$ cat src/rtl/dmem_arbiter.sv
// dmem_arbiter: round-robin arbiter sharing one synchronous single-port data
// memory between NUM_CORES cores. Grant and memory command are registered on
// the same edge; the acknowledge (plus read data) follows two cycles later.
// Optional lock mode, compiled in with `define ARB_LOCK_EN, lets one core take
// back-to-back grants for up to LOCK_MAX accesses.
module dmem_arbiter #(
   parameter int NUM_CORES = 4,
   parameter int ADDR_W    = 8,
   parameter int DATA_W    = 16,
   parameter int LOCK_MAX  = 8
) (
   input  logic                        clk,
   input  logic                        rst,
   input  logic [NUM_CORES-1:0]        core_req,
   input  logic [NUM_CORES-1:0]        core_wr,
   input  logic [NUM_CORES*ADDR_W-1:0] core_addr,
   input  logic [NUM_CORES*DATA_W-1:0] core_wdata,
   input  logic [NUM_CORES-1:0]        core_lock,
   output logic [NUM_CORES-1:0]        core_gnt,
   output logic [NUM_CORES-1:0]        core_ack,
   output logic [DATA_W-1:0]           core_rdata,
   output logic                        mem_en,
   output logic                        mem_wr,
   output logic [ADDR_W-1:0]           mem_addr,
   output logic [DATA_W-1:0]           mem_wdata,
   input  logic [DATA_W-1:0]           mem_rdata,
   output logic                        busy
);

   localparam int IDX_W = (NUM_CORES > 1) ? $clog2(NUM_CORES) : 1;

   typedef enum logic [0:0] {ST_ARB, ST_LOCKED} state_t;

   // Round-robin position wrap for the search order ptr+1, ptr+2, ...
   function automatic logic [IDX_W-1:0] wrap_idx(input int v);
      return IDX_W'(v % NUM_CORES);
   endfunction

   state_t                r_state;
   state_t                w_state_nxt;
   logic [IDX_W-1:0]      r_ptr;
   logic [NUM_CORES-1:0]  r_gnt;
   logic [NUM_CORES-1:0]  r_s1_gnt;
   logic                  r_s1_rd;
   logic [NUM_CORES-1:0]  r_ack;
   logic [DATA_W-1:0]     r_rdata;
   logic                  r_mem_en;
   logic                  r_mem_wr;
   logic [ADDR_W-1:0]     r_mem_addr;
   logic [DATA_W-1:0]     r_mem_wdata;

   logic [NUM_CORES-1:0]  w_elig;
   logic                  w_found;
   logic [IDX_W-1:0]      w_srch_idx;
   logic                  w_gnt_vld;
   logic [IDX_W-1:0]      w_gnt_idx;

`ifdef ARB_LOCK_EN
   localparam int CNT_W = $clog2(LOCK_MAX + 1);
   logic [CNT_W-1:0]      r_lock_cnt;
   logic [CNT_W-1:0]      w_lock_cnt_nxt;
`else
   // Lock inputs are ignored in this build.
   logic                  w_unused_lock;
   assign w_unused_lock = ^core_lock;
`endif

   // Round-robin search over eligible requesters, starting after ptr.
   always_comb begin
      // NOTE: every combinational output gets a default before any branch,
      // so no path can leave a value unassigned and infer a latch.
      w_elig     = core_req & ~r_gnt;
      w_found    = 1'b0;
      w_srch_idx = r_ptr;
      // When a lock ends, the owner sits out the arbitration that follows.
      if (r_state == ST_LOCKED) begin
         w_elig[r_ptr] = 1'b0;
      end
      for (int k = 1; k <= NUM_CORES; k++) begin
         if (!w_found && w_elig[wrap_idx(int'(r_ptr) + k)]) begin
            w_found    = 1'b1;
            w_srch_idx = wrap_idx(int'(r_ptr) + k);
         end
      end
   end

   // Next-state and grant selection: rotation in ARB, owner re-grant in LOCKED.
   always_comb begin
      w_state_nxt = r_state;
      w_gnt_vld   = w_found;
      w_gnt_idx   = w_srch_idx;
`ifdef ARB_LOCK_EN
      w_lock_cnt_nxt = r_lock_cnt;
      case (r_state)
         ST_ARB: begin
            if (w_found && core_lock[w_srch_idx]) begin
               w_state_nxt    = ST_LOCKED;
               w_lock_cnt_nxt = CNT_W'(1);
            end
         end
         ST_LOCKED: begin
            if (core_req[r_ptr] && core_lock[r_ptr] &&
                (r_lock_cnt < CNT_W'(LOCK_MAX))) begin
               w_gnt_vld      = 1'b1;
               w_gnt_idx      = r_ptr;
               w_lock_cnt_nxt = r_lock_cnt + CNT_W'(1);
            end else if (w_found && core_lock[w_srch_idx]) begin
               w_state_nxt    = ST_LOCKED;
               w_lock_cnt_nxt = CNT_W'(1);
            end else begin
               w_state_nxt    = ST_ARB;
               w_lock_cnt_nxt = '0;
            end
         end
         default: begin
            w_state_nxt    = ST_ARB;
            w_lock_cnt_nxt = '0;
         end
      endcase
`endif
   end

   // Grant stage, memory command, and the two-stage acknowledge pipeline.
   always_ff @(posedge clk) begin
      // NOTE: reset is synchronous, so it is tested inside the clocked
      // process rather than listed in the sensitivity list.
      if (rst) begin
         r_state     <= ST_ARB;
         r_ptr       <= IDX_W'(NUM_CORES - 1);
         r_gnt       <= '0;
         r_s1_gnt    <= '0;
         r_s1_rd     <= 1'b0;
         r_ack       <= '0;
         r_rdata     <= '0;
         r_mem_en    <= 1'b0;
         r_mem_wr    <= 1'b0;
         r_mem_addr  <= '0;
         r_mem_wdata <= '0;
      end else begin
         // NOTE: state uses non-blocking assignments so every register
         // samples pre-edge values, e.g. r_s1_gnt takes the old r_gnt.
         r_state  <= w_state_nxt;
         r_mem_en <= w_gnt_vld;
         r_mem_wr <= w_gnt_vld & core_wr[w_gnt_idx];
         if (w_gnt_vld) begin
            r_ptr       <= w_gnt_idx;
            r_gnt       <= {{(NUM_CORES-1){1'b0}}, 1'b1} << w_gnt_idx;
            r_mem_addr  <= core_addr[w_gnt_idx*ADDR_W +: ADDR_W];
            r_mem_wdata <= core_wdata[w_gnt_idx*DATA_W +: DATA_W];
         end else begin
            r_gnt <= '0;
         end
         r_s1_gnt <= r_gnt;
         r_s1_rd  <= ~r_mem_wr;
         r_ack    <= r_s1_gnt;
         if (|r_s1_gnt && r_s1_rd) begin
            r_rdata <= mem_rdata;
         end
      end
   end

`ifdef ARB_LOCK_EN
   // Lock length counter; saturates the owner's run at LOCK_MAX grants.
   always_ff @(posedge clk) begin
      if (rst) begin
         r_lock_cnt <= '0;
      end else begin
         r_lock_cnt <= w_lock_cnt_nxt;
      end
   end
`endif

   assign core_gnt   = r_gnt;
   assign core_ack   = r_ack;
   assign core_rdata = r_rdata;
   assign mem_en     = r_mem_en;
   assign mem_wr     = r_mem_wr;
   assign mem_addr   = r_mem_addr;
   assign mem_wdata  = r_mem_wdata;
   assign busy       = |r_gnt | |r_s1_gnt | |r_ack;

endmodule

$ cat config.mk
export PLATFORM = sky130hd
export DESIGN_NAME = dmem_arbiter
export DESIGN_NICKNAME = d
export VERILOG_FILES = /design/src/rtl/dmem_arbiter.sv
export SDC_FILE = /design/constraint.sdc
export NUM_CORES = 1
export LEC_CHECK = 0
export BUFFER_PORTS_ARGS = -buffer_cell sky130_fd_sc_hd__buf_2
export CAP_MARGIN = 10
export CORE_ASPECT_RATIO = 1.75
export CORE_MARGIN = 2
export CORE_UTILIZATION = 43
export CTS_BUF_LIST = sky130_fd_sc_hd__clkbuf_4 sky130_fd_sc_hd__clkbuf_8
export DETAILED_ROUTE_END_ITERATION = 10
export PLACE_DENSITY = 0.86
export SLEW_MARGIN = 10
export SYNTH_ARGS = -nofsm -noshare
export SYNTH_HDL_FRONTEND = slang
export SYNTH_SLANG_ARGS = --single-unit
$ cat constraint.sdc
create_clock -name clk -period 1.9 [get_ports clk]
set_clock_uncertainty 0.05 [all_clocks]
set_input_delay 0.19 -clock clk [delete_from_list [all_inputs] [get_ports clk]]
set_output_delay 0.19 -clock clk [all_outputs]
set_load 0.005 [all_outputs]
Word level (Yosys, flattened, before mapping):

Cells that the tools add are included.

* output and inout port bits: 51
* register bits after elaboration: 57
* word-level logic and storage cells: 58
* input port bits: 126

* shift-type cells: 3
* magnitude comparators: 5
* bitwise gates (word level): 7
* reductions and logical operators: 11
* $add $sub $neg: 4
* multiplexer cells: 18

Operators with widths (count)
* indexed part select 64 x 7 -> 16 bit: 1
* indexed part select 32 x 6 -> 8 bit: 1
* < comparator 2 x 3 -> 1 bit, second input constant: 5
* OR reduction 4 bit: 3
* binary-select mux 1 bit (select 2 bit): 5
* 2-to-1 mux 1 bit: 9
* 2-to-1 mux 2 bit: 4
* adder 2 x 1 -> 2 bit, second input constant: 2
* adder 2 bit, second input constant: 2
* bitwise AND 4 bit: 1
* logical AND 1 bit: 4
* NOT 4 bit: 1
* << shifter 1 x 2 -> 4 bit, first input constant: 1
* logical NOT 1 bit: 3
* NOT 1 bit: 2
* OR 1 bit: 2
* OR reduction 2 bit: 1
* bitwise AND 1 bit: 1

Longest topological paths before layout:

* depth after elaboration: 17
* gate-level depth with buffers: 7
* mapped depth without buffers: 5

Worst setup path after synthesis:

OpenSTA, ideal clock, no wires.

* path kind: flip-flop to flip-flop
* from: reg r_gnt[3] (netlist: core_gnt[3])
* to: reg r_mem_addr[0] (netlist: mem_addr[0])
* period minus slack after synthesis: 1743 ps
* library setup time: 138 ps
* stages on the path, launching flop included: 8
* slack: 157 ps
* buffers on the path: 2
* required time: 1712 ps
* arrival: 1556 ps
* cell sequence: dfxtp_1 > nor2b_1 > a22oi_1 > o21ai_1 > buf_6 > buf_6 > mux2i_1 > o221ai_1

* word-level cells in the longest chain between the ends: 15
* elaborated cells on any way between the ends: 25
* classes of those cells: shift: 1; mux: 16; bitwise: 2; reduce/logical: 6

Ends and longest elaborated chain
* start, declared: line 42 `logic [NUM_CORES-1:0] r_gnt;`
* start signal, assigned: line 147 `r_gnt <= {{(NUM_CORES-1){1'b0}}, 1'b1} << w_gnt_idx;`
* NOT 4 bit (*): line 72 `w_elig = core_req & ~r_gnt;`
* bitwise AND 4 bit (*): line 72
* binary-select mux 1 bit (select 2 bit): line 80 `if (!w_found && w_elig[wrap_idx(int'(r_ptr) + k)]) begin`
* 2-to-1 mux 1 bit (not written as such): line 80
* 2-to-1 mux 1 bit: line 80
* logical NOT 1 bit: line 80
* logical AND 1 bit: line 80
* 2-to-1 mux 1 bit: line 80
* logical NOT 1 bit: line 80
* logical AND 1 bit: line 80
* 2-to-1 mux 1 bit: line 80
* logical NOT 1 bit: line 80
* logical AND 1 bit: line 80
* 2-to-1 mux 2 bit: line 80
* indexed part select 32 x 6 -> 8 bit: line 148 `r_mem_addr <= core_addr[w_gnt_idx*ADDR_W +: ADDR_W];`
* end signal, assigned: line 148
* end, declared: line 49 `logic [ADDR_W-1:0] r_mem_addr;`

Every way passes the cells marked *; elsewhere a longest branch is shown, timed or not. The select of a mux whose other input is x is not followed.
A chain may end at the register's enable or synchronous reset.

Worst setup path in the final report:

* from: reg r_ptr[1]
* to: reg r_mem_addr[7] (netlist: mem_addr[7])

* word-level cells in the longest chain between the ends: 14
* elaborated cells on any way between the ends: 27
* classes of those cells: add/sub: 4; shift: 1; mux: 16; reduce/logical: 6

Ends and longest elaborated chain
* start, declared: line 41 `logic [IDX_W-1:0] r_ptr;`
* start signal, assigned: line 129 `r_ptr <= IDX_W'(NUM_CORES - 1);`
* start signal, assigned: line 146 `r_ptr <= w_gnt_idx;`
* adder 2 x 1 -> 2 bit: line 80, 82
* binary-select mux 1 bit (select 2 bit): line 80
* 2-to-1 mux 1 bit (not written as such): line 80
* 2-to-1 mux 1 bit: line 80
* logical NOT 1 bit: line 80
* logical AND 1 bit: line 80
* 2-to-1 mux 1 bit: line 80
* logical NOT 1 bit: line 80
* logical AND 1 bit: line 80
* 2-to-1 mux 1 bit: line 80
* logical NOT 1 bit: line 80
* logical AND 1 bit: line 80
* 2-to-1 mux 2 bit: line 80
* indexed part select 32 x 6 -> 8 bit: line 148

Parallel ways exist; a longest one is shown, timed or not. The select of a mux whose other input is x is not followed.

==> impl_metrics.xml <==
<?xml version="1.0" encoding="UTF-8"?>
<metrics>
  <group name="global_routing">
    <metric name="grtUsageTotal" unit="%">23.60</metric>
    <metric name="antenna_found_initial" unit="">0</metric>
    <metric name="met2_usage" unit="%">47.34</metric>
    <metric name="grt_pass1_vias" unit="">2843</metric>
    <metric name="grt_first_pass_wirelength" unit="µm">12530</metric>
    <metric name="globalRouteOverflowTotal" unit="">0</metric>
    <metric name="grt_busiest_layer" unit="">met2</metric>
    <metric name="grt_use_met1" unit="%">21.63</metric>
    <metric name="met3_track_demand_over_resource_in_global_routing" unit="%">5.439</metric>
    <metric name="pin_count_of_the_biggest_net_entering_global_routing" unit="">26</metric>
  </group>
  <group name="logic_synthesis">
    <metric name="synth_register_bits" unit="">57</metric>
    <metric name="syn_nets" unit="">405</metric>
    <metric name="synthSimpleGateAreaFrac" unit="%">17.80</metric>
    <metric name="synth_edf_count" unit="">0</metric>
    <metric name="ys_async_sr_fraction" unit="%">0</metric>
    <metric name="ys_dominant_reg_cell" unit="">dfxtp_1</metric>
    <metric name="synthesis.area" unit="mm²">0.002621</metric>
    <metric name="synth_warnings" unit="">0</metric>
    <metric name="synth_top_family_by_area" unit="">multiplexers</metric>
    <metric name="avg_synthesized_cell_area" unit="µm²">9.395</metric>
    <metric name="synth-xor-area-share" unit="%">0</metric>
    <metric name="netlist_instances" unit="">279</metric>
    <metric name="muxShareOfSynthArea" unit="%">18.33</metric>
    <metric name="yosysSeqAreaShare" unit="%">43.53</metric>
    <metric name="yosysUniqueCellTypes" unit="">33</metric>
    <metric name="share_of_synthesized_cell_area_in_full_adder_half_adder_and_majority_cells" unit="%">0</metric>
    <metric name="synth_compound_area_share" unit="%">15.23</metric>
  </group>
  <group name="floorplanning">
    <metric name="floorplan.rows" unit="">37</metric>
    <metric name="io_pins" unit="">177</metric>
    <metric name="fp.dieW" unit="µm">63.02</metric>
    <metric name="core_region_area" unit="mm²">0.005879</metric>
    <metric name="die_h" unit="µm">107.3</metric>
    <metric name="dieArea" unit="mm²">0.006761</metric>
    <metric name="initial_core_util" unit="%">44.58</metric>
  </group>
  <group name="critical_path">
    <metric name="worstSetupStartpointType" unit="">flop</metric>
    <metric name="max_stage_delay" unit="ps">400</metric>
    <metric name="rr_endpoint" unit="">mem_addr[7]</metric>
    <metric name="critPathKind" unit="">reg -&gt; reg</metric>
    <metric name="startpoint_of_the_worst_register_to_register_path" unit="">r_ptr[1]</metric>
    <metric name="cp.arrival" unit="ps">2070</metric>
    <metric name="crit_path_top_delay_cell" unit="">o41a_1</metric>
    <metric name="ff2ff_setup_slack" unit="ps">30</metric>
    <metric name="crit_fanout" unit="">8</metric>
    <metric name="path_cells" unit="">nor4bb_4 -&gt; a311oi_2 -&gt; o21ai_4 -&gt; buf_2 -&gt; o41a_1 -&gt; o221ai_1</metric>
    <metric name="worst_endpoint_required_time" unit="ps">2100</metric>
    <metric name="critPathCaptureType" unit="">flop</metric>
    <metric name="reg2reg_depth" unit="">6</metric>
  </group>
  <group name="placed_design">
    <metric name="dp_hpwl" unit="µm">5947</metric>
    <metric name="port_buf_inserts" unit="">172</metric>
    <metric name="post_dp_cell_area" unit="mm²">0.003630</metric>
    <metric name="finalWeightedCongestion" unit="">0.9094</metric>
  </group>
  <group name="timing">
    <metric name="slew_headroom" unit="%">58.78</metric>
    <metric name="layout_worst_path_cycle_share" unit="%">98.45</metric>
    <metric name="slew_viol_final" unit="">0</metric>
    <metric name="max_clock_freq" unit="MHz">534.6</metric>
    <metric name="timing_hold_violations_final" unit="">0</metric>
    <metric name="finalSetupViolations" unit="">0</metric>
    <metric name="timing.final.crit_period" unit="ps">1871</metric>
    <metric name="setup_repair_after_global_routing_missed_its_margin" unit="">true</metric>
    <metric name="tightest_slew" unit="ps">615.5</metric>
  </group>
  <group name="final_layout">
    <metric name="design_area" unit="mm²">0.003925</metric>
    <metric name="antenna_cells_inserted" unit="">0</metric>
    <metric name="area.growth.synth_to_final" unit="%">49.74</metric>
    <metric name="layout.cells.most_common" unit="">buf_2</metric>
    <metric name="final_util" unit="%">66.76</metric>
    <metric name="nets_final" unit="">584</metric>
    <metric name="post_route_cells_drive_above_1_share" unit="%">47.52</metric>
    <metric name="final_cell_mix" unit="">buf_2, nand2_1, dfxtp_1</metric>
    <metric name="fillers" unit="">494</metric>
  </group>
  <group name="min_path">
    <metric name="worstHoldPathType" unit="">in -&gt; reg</metric>
    <metric name="holdPathEnd" unit="">core_rdata[3]</metric>
    <metric name="hold_path.startpoint" unit="">mem_rdata[3]</metric>
    <metric name="holdPathStages" unit="">3</metric>
  </group>
  <group name="clock_tree">
    <metric name="clock_latency" unit="ps">330</metric>
    <metric name="cts_buffers" unit="">9</metric>
    <metric name="path_clk_slew" unit="ps">70</metric>
    <metric name="tritoncts" unit="">built</metric>
    <metric name="cts_htree_levels" unit="">3</metric>
    <metric name="clock_sink_count" unit="">57</metric>
    <metric name="clockRootBuffer" unit="">clkbuf_8</metric>
    <metric name="clockBufferDepth" unit="">2</metric>
  </group>
  <group name="power">
    <metric name="max-vdd-ir-drop" unit="µV">511.1</metric>
    <metric name="leakage" unit="nW">1.942</metric>
    <metric name="powerDensity" unit="mW/mm²">1056</metric>
    <metric name="total_power_after_layout" unit="mW">4.146</metric>
  </group>
  <group name="run_status">
    <metric name="status" unit="">complete, no violations</metric>
  </group>
  <group name="drt">
    <metric name="vias" unit="">2775</metric>
    <metric name="dr.first_iter.drc_count" unit="">130</metric>
    <metric name="detail-route-antenna-nets" unit="">0</metric>
    <metric name="post_drt_wl_per_cell" unit="µm">14.52</metric>
    <metric name="post_drt_via_cell_ratio" unit="">5.129</metric>
    <metric name="drt_drc_violations_left" unit="">0</metric>
    <metric name="detail_route.wirelength" unit="µm">7858</metric>
    <metric name="drtPass1Iterations" unit="">4</metric>
  </group>
  <group name="run">
    <metric name="max_cap_violations" unit="">0</metric>
  </group>
</metrics>
[worst max-delay path: cells and delay by family, from the launching register on]
family,cells,cell delay (ps)
and+or+nand+nor,1,170
DFF,1,390
AOI/OAI and AO/OA,4,1000
buffers and inverters,1,190
[metrics by stage]
step / worst slack (ps) / setup TNS [ps] / instances / hold WS (ps)
floorplan: 156.5 / 0 / 279 / 276.0
global placement: 26.45 / 0 / 522 / 382.2
detailed placement: -64.55 / -708.6 / 522 / 386.6
CTS: 11.72 / 0 / 541 / 16.38
global route: -27.03 / -81.22 / 541 / 38.60
finish: 29.46 / 0 / 541 / 41.60
[cells in the mapped netlist, types with 2 or more instances]
| cell | number | share of area (%) |
|---|---|---|
| clkbuf_1 | 12 | 1.7 |
| buf_6 | 5 | 2.1 |
| mux2i_1 | 48 | 18 |
| a311oi_1 | 2 | 0.67 |
| o221ai_1 | 24 | 8.0 |
| inv_1 | 2 | 0.29 |
| nor2_1 | 5 | 0.72 |
| o21ai_0 | 2 | 0.38 |
| nand2_1 | 57 | 8.2 |
| dfxtp_1 | 57 | 44 |
| nor2b_1 | 16 | 3.8 |
| nor3_1 | 2 | 0.38 |
| nand2b_1 | 4 | 0.95 |
| a21oi_1 | 18 | 3.4 |
| buf_2 | 5 | 0.95 |
| nor4_1 | 3 | 0.72 |
[flip-flops by register name, indices dropped and copies added, names as in the netlist]
register / count
core_ack: 4
core_gnt: 4
core_rdata: 16
mem_addr: 8
mem_en: 1
mem_wdata: 16
mem_wr: 1
r_ptr: 2
r_s1_gnt: 4
r_s1_rd: 1
[layout make-up]
cell class	count	area, µm²	share of cell area, %
Clock buffer	9	123.9	3.156
Timing Repair Buffer	190	1047	26.68
Sequential cell	57	1147	29.23
Multi-Input combinational cell	198	1399	35.64
Tap cell	78	97.59	2.486
Inverter	2	7.507	0.1913
Clock inverter	7	102.6	2.614
[timing repair]
item	4_1_cts	5_1_grt
pin swaps	2	1
endpoints found under the hold margin	0	0
gates resized for setup	6	7
buffers inserted	3	0
setup endpoints to repair	25	23
hold buffers	0	0
[routing by layer]
layer / up-vias / wire length [µm] / share of wire, %
met3: 11 / 566 / 7.2
met2: 128 / 4555 / 58
met5: - / 0 / 0
met4: 0 / 128 / 1.6
li1: 1365 / - / -
met1: 1271 / 2607 / 33
[logic make-up after synthesis]
| logic type | after synthesis |
|---|---|
| buffers and inverters | 24 |
| DFF | 57 |
| and+or+nand+nor | 95 |
| muxes | 48 |
| AOI/OAI and AO/OA | 55 |
[power breakdown]
part           internal (mW)  switching [mW]
combinational          0.714           0.636
clock                  0.748           0.519
sequential              1.40           0.130
total                   2.86            1.28
[worst max path at each step]
stage | start | end | slack (ps) | depth (start not counted)
4_1_cts | r_ptr[0] | mem_addr[7] | 10 | 6
2_1_floorplan | core_gnt[3] | mem_addr[0] | 160 | 7
6_report | r_ptr[1] | mem_addr[7] | 30 | 6
3_3_place_gp | core_gnt[0] | mem_wdata[7] | 30 | 6
3_5_place_dp | core_gnt[0] | mem_wdata[8] | -60 | 6
5_1_grt | core_gnt[3] | mem_wdata[13] | -30 | 6
(Power assumes the default switching activity.)
